--- src/rtl/arb_pkg.sv ---
// ============================================================================
// Module : arb_pkg
// Shared state type and ptr wrap helper for the round-robin arbiter.
// Rev    : 1.0
// ============================================================================
`default_nettype none

package arb_pkg;

    typedef enum logic [0:0] {
        IDLE = 1'b0,
        BUSY = 1'b1
    } arb_state_t;

    function automatic int next_ptr(input int idx, input int n);
        return (idx == n - 1) ? 0 : idx + 1;
    endfunction

endpackage

`default_nettype wire

--- src/rtl/prio_enc.sv ---
// ============================================================================
// Module : prio_enc
// Combinational lowest-set-bit priority encoder.
// Rev    : 1.0
// ============================================================================
`default_nettype none

module prio_enc #(
    parameter int N = 8,
    parameter int W = 3
) (
    input  logic [N-1:0] vec,
    output logic [W-1:0] idx,
    output logic         valid
);

    // Scanning downwards lets the lowest set bit overwrite any higher one.
    always_comb begin
        idx = '0;
        for (int i = N - 1; i >= 0; i--) begin
            if (vec[i]) begin
                idx = W'(i);
            end
        end
    end

    assign valid = |vec;

endmodule

`default_nettype wire

--- src/rtl/rr_arbiter.sv ---
// ============================================================================
// Module : rr_arbiter
// Non-preemptive round-robin arbiter; ARB_TIMEOUT_EN adds a grant watchdog.
// Rev    : 1.0
// ============================================================================
`default_nettype none

module rr_arbiter
    import arb_pkg::*;
#(
    parameter int N_REQ    = 8,
    parameter int IDX_W    = $clog2(N_REQ),
    parameter int MAX_HOLD = 16
) (
    input  logic             clk,
    input  logic             rst_n,
    input  logic [N_REQ-1:0] req,
    input  logic             rel,
    output logic [N_REQ-1:0] gnt,
    output logic [IDX_W-1:0] gnt_idx,
    output logic             busy,
    output logic             timeout
);

    arb_state_t       state;
    arb_state_t       state_nxt;
    logic [IDX_W-1:0] ptr;
    logic [IDX_W-1:0] ptr_nxt;
    logic [N_REQ-1:0] gnt_nxt;
    logic [IDX_W-1:0] idx_nxt;
    logic [N_REQ-1:0] masked_req;
    logic [IDX_W-1:0] masked_idx;
    logic             masked_valid;
    logic [IDX_W-1:0] raw_idx;
    logic             raw_valid;
    logic [IDX_W-1:0] win_idx;
    logic             force_rel;
    logic             do_release;

    always_comb begin
        masked_req = '0;
        for (int i = 0; i < N_REQ; i++) begin
            masked_req[i] = req[i] & (IDX_W'(i) >= ptr);
        end
    end

    prio_enc #(.N(N_REQ), .W(IDX_W)) u_enc_masked (
        .vec   (masked_req),
        .idx   (masked_idx),
        .valid (masked_valid)
    );

    prio_enc #(.N(N_REQ), .W(IDX_W)) u_enc_raw (
        .vec   (req),
        .idx   (raw_idx),
        .valid (raw_valid)
    );

    assign win_idx    = masked_valid ? masked_idx : raw_idx;
    assign do_release = (state == BUSY) && (rel || force_rel);

    always_comb begin
        state_nxt = state;
        gnt_nxt   = gnt;
        idx_nxt   = gnt_idx;
        ptr_nxt   = ptr;
        case (state)
            IDLE: begin
                if (raw_valid) begin
                    state_nxt = BUSY;
                    gnt_nxt   = {{(N_REQ-1){1'b0}}, 1'b1} << win_idx;
                    idx_nxt   = win_idx;
                end
            end
            BUSY: begin
                if (rel || force_rel) begin
                    state_nxt = IDLE;
                    gnt_nxt   = '0;
                    ptr_nxt   = IDX_W'(next_ptr(int'(gnt_idx), N_REQ));
                end
            end
            default: state_nxt = IDLE;
        endcase
    end

    always_ff @(posedge clk or negedge rst_n) begin
        if (!rst_n) begin
            state   <= IDLE;
            gnt     <= '0;
            gnt_idx <= '0;
            ptr     <= '0;
        end else begin
            state   <= state_nxt;
            gnt     <= gnt_nxt;
            gnt_idx <= idx_nxt;
            ptr     <= ptr_nxt;
        end
    end

    assign busy = (state == BUSY);

`ifdef ARB_TIMEOUT_EN
    localparam int HOLD_W = $clog2(MAX_HOLD + 1);

    // hold_cnt is the 1-based number of the BUSY cycle currently in progress.
    logic [HOLD_W-1:0] hold_cnt;
    logic              timeout_r;

    assign force_rel = (state == BUSY) && !rel && (hold_cnt == HOLD_W'(MAX_HOLD));

    always_ff @(posedge clk or negedge rst_n) begin
        if (!rst_n) begin
            hold_cnt  <= '0;
            timeout_r <= 1'b0;
        end else begin
            timeout_r <= force_rel;
            if (state == IDLE) begin
                hold_cnt <= HOLD_W'(1);
            end else if (!do_release) begin
                hold_cnt <= hold_cnt + HOLD_W'(1);
            end
        end
    end

    assign timeout = timeout_r;
`else
    assign force_rel = 1'b0;
    assign timeout   = 1'b0;
`endif

endmodule

`default_nettype wire

--- config.mk ---
export PLATFORM = sky130hd
export DESIGN_NAME = rr_arbiter
export DESIGN_NICKNAME = d
export VERILOG_FILES = /design/src/rtl/arb_pkg.sv /design/src/rtl/prio_enc.sv /design/src/rtl/rr_arbiter.sv
export SDC_FILE = /design/constraint.sdc
export NUM_CORES = 1
export LEC_CHECK = 0
export BUFFER_PORTS_ARGS = -buffer_cell sky130_fd_sc_hd__buf_2
export CELL_PAD_IN_SITES_DETAIL_PLACEMENT = 2
export CELL_PAD_IN_SITES_GLOBAL_PLACEMENT = 2
export CORE_MARGIN = 3
export CORE_UTILIZATION = 32
export DETAILED_ROUTE_END_ITERATION = 8
export MAX_ROUTING_LAYER = met4
export PLACE_DENSITY_LB_ADDON = 0.1
export SLEW_MARGIN = 20
export SYNTH_ARGS = -nofsm -noshare
export SYNTH_HDL_FRONTEND = slang
export SYNTH_SLANG_ARGS = --single-unit
--- constraint.sdc ---
create_clock -name clk -period 2.8 [get_ports clk]
set_input_delay 0.28 -clock clk [delete_from_list [all_inputs] [get_ports clk]]
set_output_delay 0.28 -clock clk [all_outputs]
set_load 0.02 [all_outputs]
Word-level counts from Yosys, hierarchy flattened:

Index checks and enable logic that the tools add are counted.

* reductions and logical operators: 5
* shift-type cells: 1
* equality and inequality tests: 3
* mux-type cells: 24
* $mul: 0
* magnitude comparators: 8
* divide/modulo/power cells: 0
* add/sub/neg operators: 1
* bitwise logic cells: 9

Operators with widths (count)
* $mux 3: 18
* $mux 8: 2
* $pmux 8 s2: 1
* $reduce_or 8->1: 2
* $ge 3x3->1 const A: 4
* $and 1x1->1: 8
* $shl 1x3->8 const A: 1
* $ge 1x3->1 const A: 2
* $ge 2x3->1 const A: 2
* $reduce_and 2->1: 3
* $ne 2x2->1 const B: 2
* $add 3x1->3 const B: 1
* $eq 3x1->1 const B: 1
* $mux 1: 2
* $pmux 1 s2: 1
* $not 1->1: 1

* input bits: 11
* memories kept: 0
* register bits: 15
* word-level logic and storage cells: 55
* bits in read-only memories: 0
* memory bits (writable): 0
* latch bits: 0

Logic depth before layout (Yosys ltp):

* depth in word-level cells: 14
* depth in mapped cells: 6
* gate-level depth less buffers: 5

Modules after synthesis:

Synthesis repeated with hierarchy kept, for this count alone.

* cell total of the unflattened synthesis: 88
* area, all modules: 875.8 µm²

By module, submodules not included
* rr_arbiter: cells an instance 62, area an instance 713.2 µm², instances 1
* prio_enc: cells an instance 13, area an instance 81.3 µm², instances 2

Least setup slack after synthesis:

OpenSTA, ideal clock, no wires.

* path type: register to register
* start point: reg ptr[1]
* end point: reg gnt[0]
* slack: 1.211 ns
* arrival: 1.479 ns
* cell stages (with the launch flop): 6
* required time: 2.690 ns
* buffers on the path: 0
* cells stage by stage: dfrtp_1 a21boi_1 a21oi_1 o221a_2 o21a_1 o41ai_1

* word-level cells in the longest chain between the ends: 14
* elaborated cells on any way between the ends: 29
* classes of those cells: order compare (8); shift (1); mux (11); bitwise (8); reduce/logical (1)

RTL lines
* from (decl): line rr_arbiter.sv:27 `logic [IDX_W-1:0] ptr;`
* from (signal assigned): line rr_arbiter.sv:96 `ptr <= ptr_nxt;`
* $ge 3x3->1: line rr_arbiter.sv:43 `masked_req[i] = req[i] & (IDX_W'(i) >= ptr);`
* $and 1x1->1: line rr_arbiter.sv:43
* $mux 3 (8 in series): line prio_enc.sv:21 `if (vec[i]) begin`
* $mux 3 *: line rr_arbiter.sv:59 `assign win_idx = masked_valid ? masked_idx : raw_idx;`
* $shl 1x3->8 *: line rr_arbiter.sv:71 `gnt_nxt = {{(N_REQ-1){1'b0}}, 1'b1} << win_idx;`
* $mux 8 *: line rr_arbiter.sv:69 `if (raw_valid) begin`
* $pmux 8 s2 *: line rr_arbiter.sv:67 `case (state)`
* to (signal assigned): line rr_arbiter.sv:94 `gnt <= gnt_nxt;`
* to (decl): line rr_arbiter.sv:19 `output logic [N_REQ-1:0] gnt,`

Mark *: on every way between the ends. The rest lies on a longest branch, timed or not. The select of a mux whose other input is x is not followed.
A chain may end at the register's enable or synchronous reset.

Worst setup path in the final report:

* start point: reg ptr[0]
* end point: reg gnt_idx[1]

* word-level cells in the longest chain between the ends: 11
* elaborated cells on any way between the ends: 26
* classes of those cells: order compare (8); mux (9); bitwise (8); reduce/logical (1)

RTL lines
* $ge 3x3->1: line rr_arbiter.sv:43
* $and 1x1->1: line rr_arbiter.sv:43
* $mux 3 (8 in series): line prio_enc.sv:21
* $mux 3 *: line rr_arbiter.sv:59
* to (signal assigned): line rr_arbiter.sv:95 `gnt_idx <= idx_nxt;`
* to (decl): line rr_arbiter.sv:20 `output logic [IDX_W-1:0] gnt_idx,`

Mark *: on every way between the ends. The rest lies on a longest branch, timed or not.

==> summary.md <==
| Metric | Value |
|---|---|
| Initial antenna violation count | 0 |
| Final global-route overflow total | 0 |
| Post-CTS Setup Repair Bufs | 0 |
| Post-Route Skew | 0.01060 ns |
| Combinational share of power | 50.2% |
| CP Capture Type | register |
| Final period utilization | 71.43% |
| Final ANT Viol Nets | 0 |
| Worst Path Required | 3.03 ns |
| Status | finished, final reports clean |
| Seq cells post-synth | 15 |
| Via density | 5.737 |
| Final GP Congestion | 0.7733 |
| Filler instances | 295 |
| Vias in the first global route | 981 |
| Hold Vio Cnt, Final | 0 |
| P_sw | 0.4946 mW |
| Cell area after synthesis | 924.6 sq um |
| Buffers from clock root to sink, at most | 2 |
| Avg Cell Area, Syn | 9.155 sq um |
| First DRT Iteration DRCs | 28 |
| Hold slack | 0.3699 ns |
| Root buffer cell | clkbuf_4 |
| Nets@finish | 140 |
| Cell Count Post-Placement | 151 |
| Global-route wire length before repair | 4.747 mm |
| Crit path launch type | register |
| Non-Filler Instances | 156 |
| Setup TNS | 0 ns |
| H-Tree Depth | 1 |
| DRT Wirelength | 2.770 mm |
| Post-synth cell types | 37 |
| Die Y | 59.76 um |
| Yosys warns | 0 |
| Share of layout cells above drive strength 1 | 29.37% |
| Data arrival, critical path | 2.23 ns |
| Hold Crit Class | primary input to register |
| Int Power | 0.5479 mW |
| Die ar. | 3571 sq um |
| HPWL after DPL | 2.222 mm |
| Worst skew pair latency | 0.30 ns |
| Max-slew violations | 0 |
| Clk pwr share | 12.8% |
| All-layer global routing usage | 18.33% |
| # diodes | 0 |
| CP Class | register to register |
| Worst-path clk slew | 0.09 ns |
| Layout area overhead | 18.00% |
| Post-route minimum period | 2.000 ns |
| Core ar. | 2613 sq um |
| Final instance area | 1091 sq um |
| Post-DP Area | 1054 sq um |
| Port buffer count | 22 |
| Slew @ Worst Pin | 0.7167 ns |
| CTS tree | yes |
| Die X-Extent | 59.76 um |
| Setup-failing EPs final | 0 |
| Max_cap viols | 0 |
| First-pass DRT Iterations | 4 |
| Most frequent cells in the layout | buf_2, nand2_1, dfrtp_1, o41ai_1, nor2_1 |
| Sequential area share after synthesis | 40.60% |
| Inserted Clock Buffers | 3 |
| Sw frac | 47.44% |
| Slew HR | 51.71% |
| Leakage power | 0.4973 nW |
| CTS sink cnt | 15 |
| Initial core utilization | 35.39% |
| Via count | 895 |
| Fmax | 500.0 MHz |
| Sequential share of power | 36.9% |
| CP max FO | 6 |
| Routed length per instance | 17.76 um |
| I/O pin cnt | 24 |
| Final Core Density | 41.76% |
| RSZ-0062 raised after global routing | false |
| Power per Cell Area | 955.5 nW/um^2 |
| Most common cell after layout, fill and taps aside | buf_2 |
| Largest net degree at the start of global routing | 16 |
| Syn Nets | 114 |
| # DRC | 0 |
| Max IR drop VDD | 0.4420 mV |
| Cells after Synth | 101 |
| FP Rows | 18 |
[power by group through the flow]
stage	logic [mW]	clock network (mW)	registers [mW]
after global placement	0.509	0	0.388
after detailed placement	0.527	0	0.391
after CTS	0.532	0.136	0.387
final	0.524	0.134	0.385
after global routing	0.587	0.146	0.403
after floorplan	0.312	0	0.432
[per-stage QoR]
step                      setup WS [ns]  power (mW)
final                            0.8001       1.043
after global routing             0.6083       1.136
after CTS                        0.8440       1.054
after detailed placement         0.7764      0.9181
after global placement           0.7902      0.8963
after floorplan                   1.211      0.7432
[final cells by class]
class                      instances  area [sq um]  area share (%)
multi-input combinational         80         515.5           47.25
timing repair buffer              23         120.1           11.01
inverter                           4         15.01           1.376
sequential                        15         375.4           34.40
clock buffer                       3         22.52           2.064
tap                               30         37.54           3.440
clock inverter                     1         5.005          0.4587
[critical path, stage by stage, from the launching register on]
cell     delay, ns
dfrtp_1       0.46
and2b_2       0.27
o21ai_1       0.22
nand2_1       0.11
o21ai_0       0.59
mux2_2        0.29
[metal layers]
| layer | up-vias | part of all wire [%] | global-route usage (%) |
|---|---|---|---|
| met2 | 18 | 48 | 28.40 |
| met3 | 5 | 3.1 | 2.592 |
| met1 | 445 | 48 | 24.24 |
| met4 | 0 | 1.6 | 6.646 |
| li1 | 427 | - | - |
| met5 | - | 0 | - |
[sequential cells by signal, indices dropped and copies added (netlist names)]
name and cells:
busy 1, gnt 8, gnt_idx 3, ptr 3
[cells by family after synthesis]
kind of cell | Yosys count | synth area share, %
AO/OA/AOI/OAI | 36 | 28.96
buffers and inverters | 6 | 3.653
flip-flops | 15 | 40.60
other | 1 | 0.4056
multiplexers | 3 | 3.653
adder cells (fa/ha/maj) | 2 | 2.706
AND/OR/NAND/NOR | 38 | 20.03
[final timing paths]
kind,start,endpoint,slack (ns),cells after the start
worst max-delay path,ptr[0],gnt_idx[1],0.80,5
worst min-delay path,rel,busy,0.37,3
worst max register to register,ptr[0],gnt_idx[1],0.80,5
worst min register to register,gnt[6],gnt[6],0.49,2
max in group asynchronous,rst_n,busy,2.13,2
min in group asynchronous,rst_n,gnt[1],0.40,2
[synthesized netlist by cell type]
cell type	number	area [sq um]
a221oi_2	1	15.01
ha_1	2	25.02
a211oi_1	1	7.510
a221oi_1	1	8.760
buf_6	1	11.26
inv_1	4	15.01
o31ai_1	1	7.510
nand3_2	1	10.01
nand3_1	2	10.01
nand3b_1	1	7.510
nand2_1	17	63.81
o21ba_2	1	10.01
nor2_1	7	26.28
conb_1	1	3.750
o311ai_0	1	8.760
and2b_2	1	8.760
a21boi_1	1	7.510
o41ai_1	8	70.07
a31oi_1	1	6.260
and3_2	1	7.510
nand2b_1	2	12.51
buf_4	1	7.510
mux2_2	3	33.78
o21bai_1	1	7.510
a2bb2oi_1	1	8.760
nor4_1	2	12.51
o221a_2	1	11.26
dfrtp_1	15	375.4
nor2b_1	1	6.260
and2_2	2	15.01
nor3_1	1	5.000
o21ai_1	1	5.000
a21boi_0	1	7.510
o21a_1	4	30.03
a21oi_1	5	25.02
o21ai_0	5	25.02
o22ai_1	1	6.260
[timing repair]
action | 4_1_cts | 5_1_grt
hold buffers | 1 | 0
resized for setup | 0 | 0
endpoints found under the hold margin | 15 | 0
(Power assumes the default switching activity.)
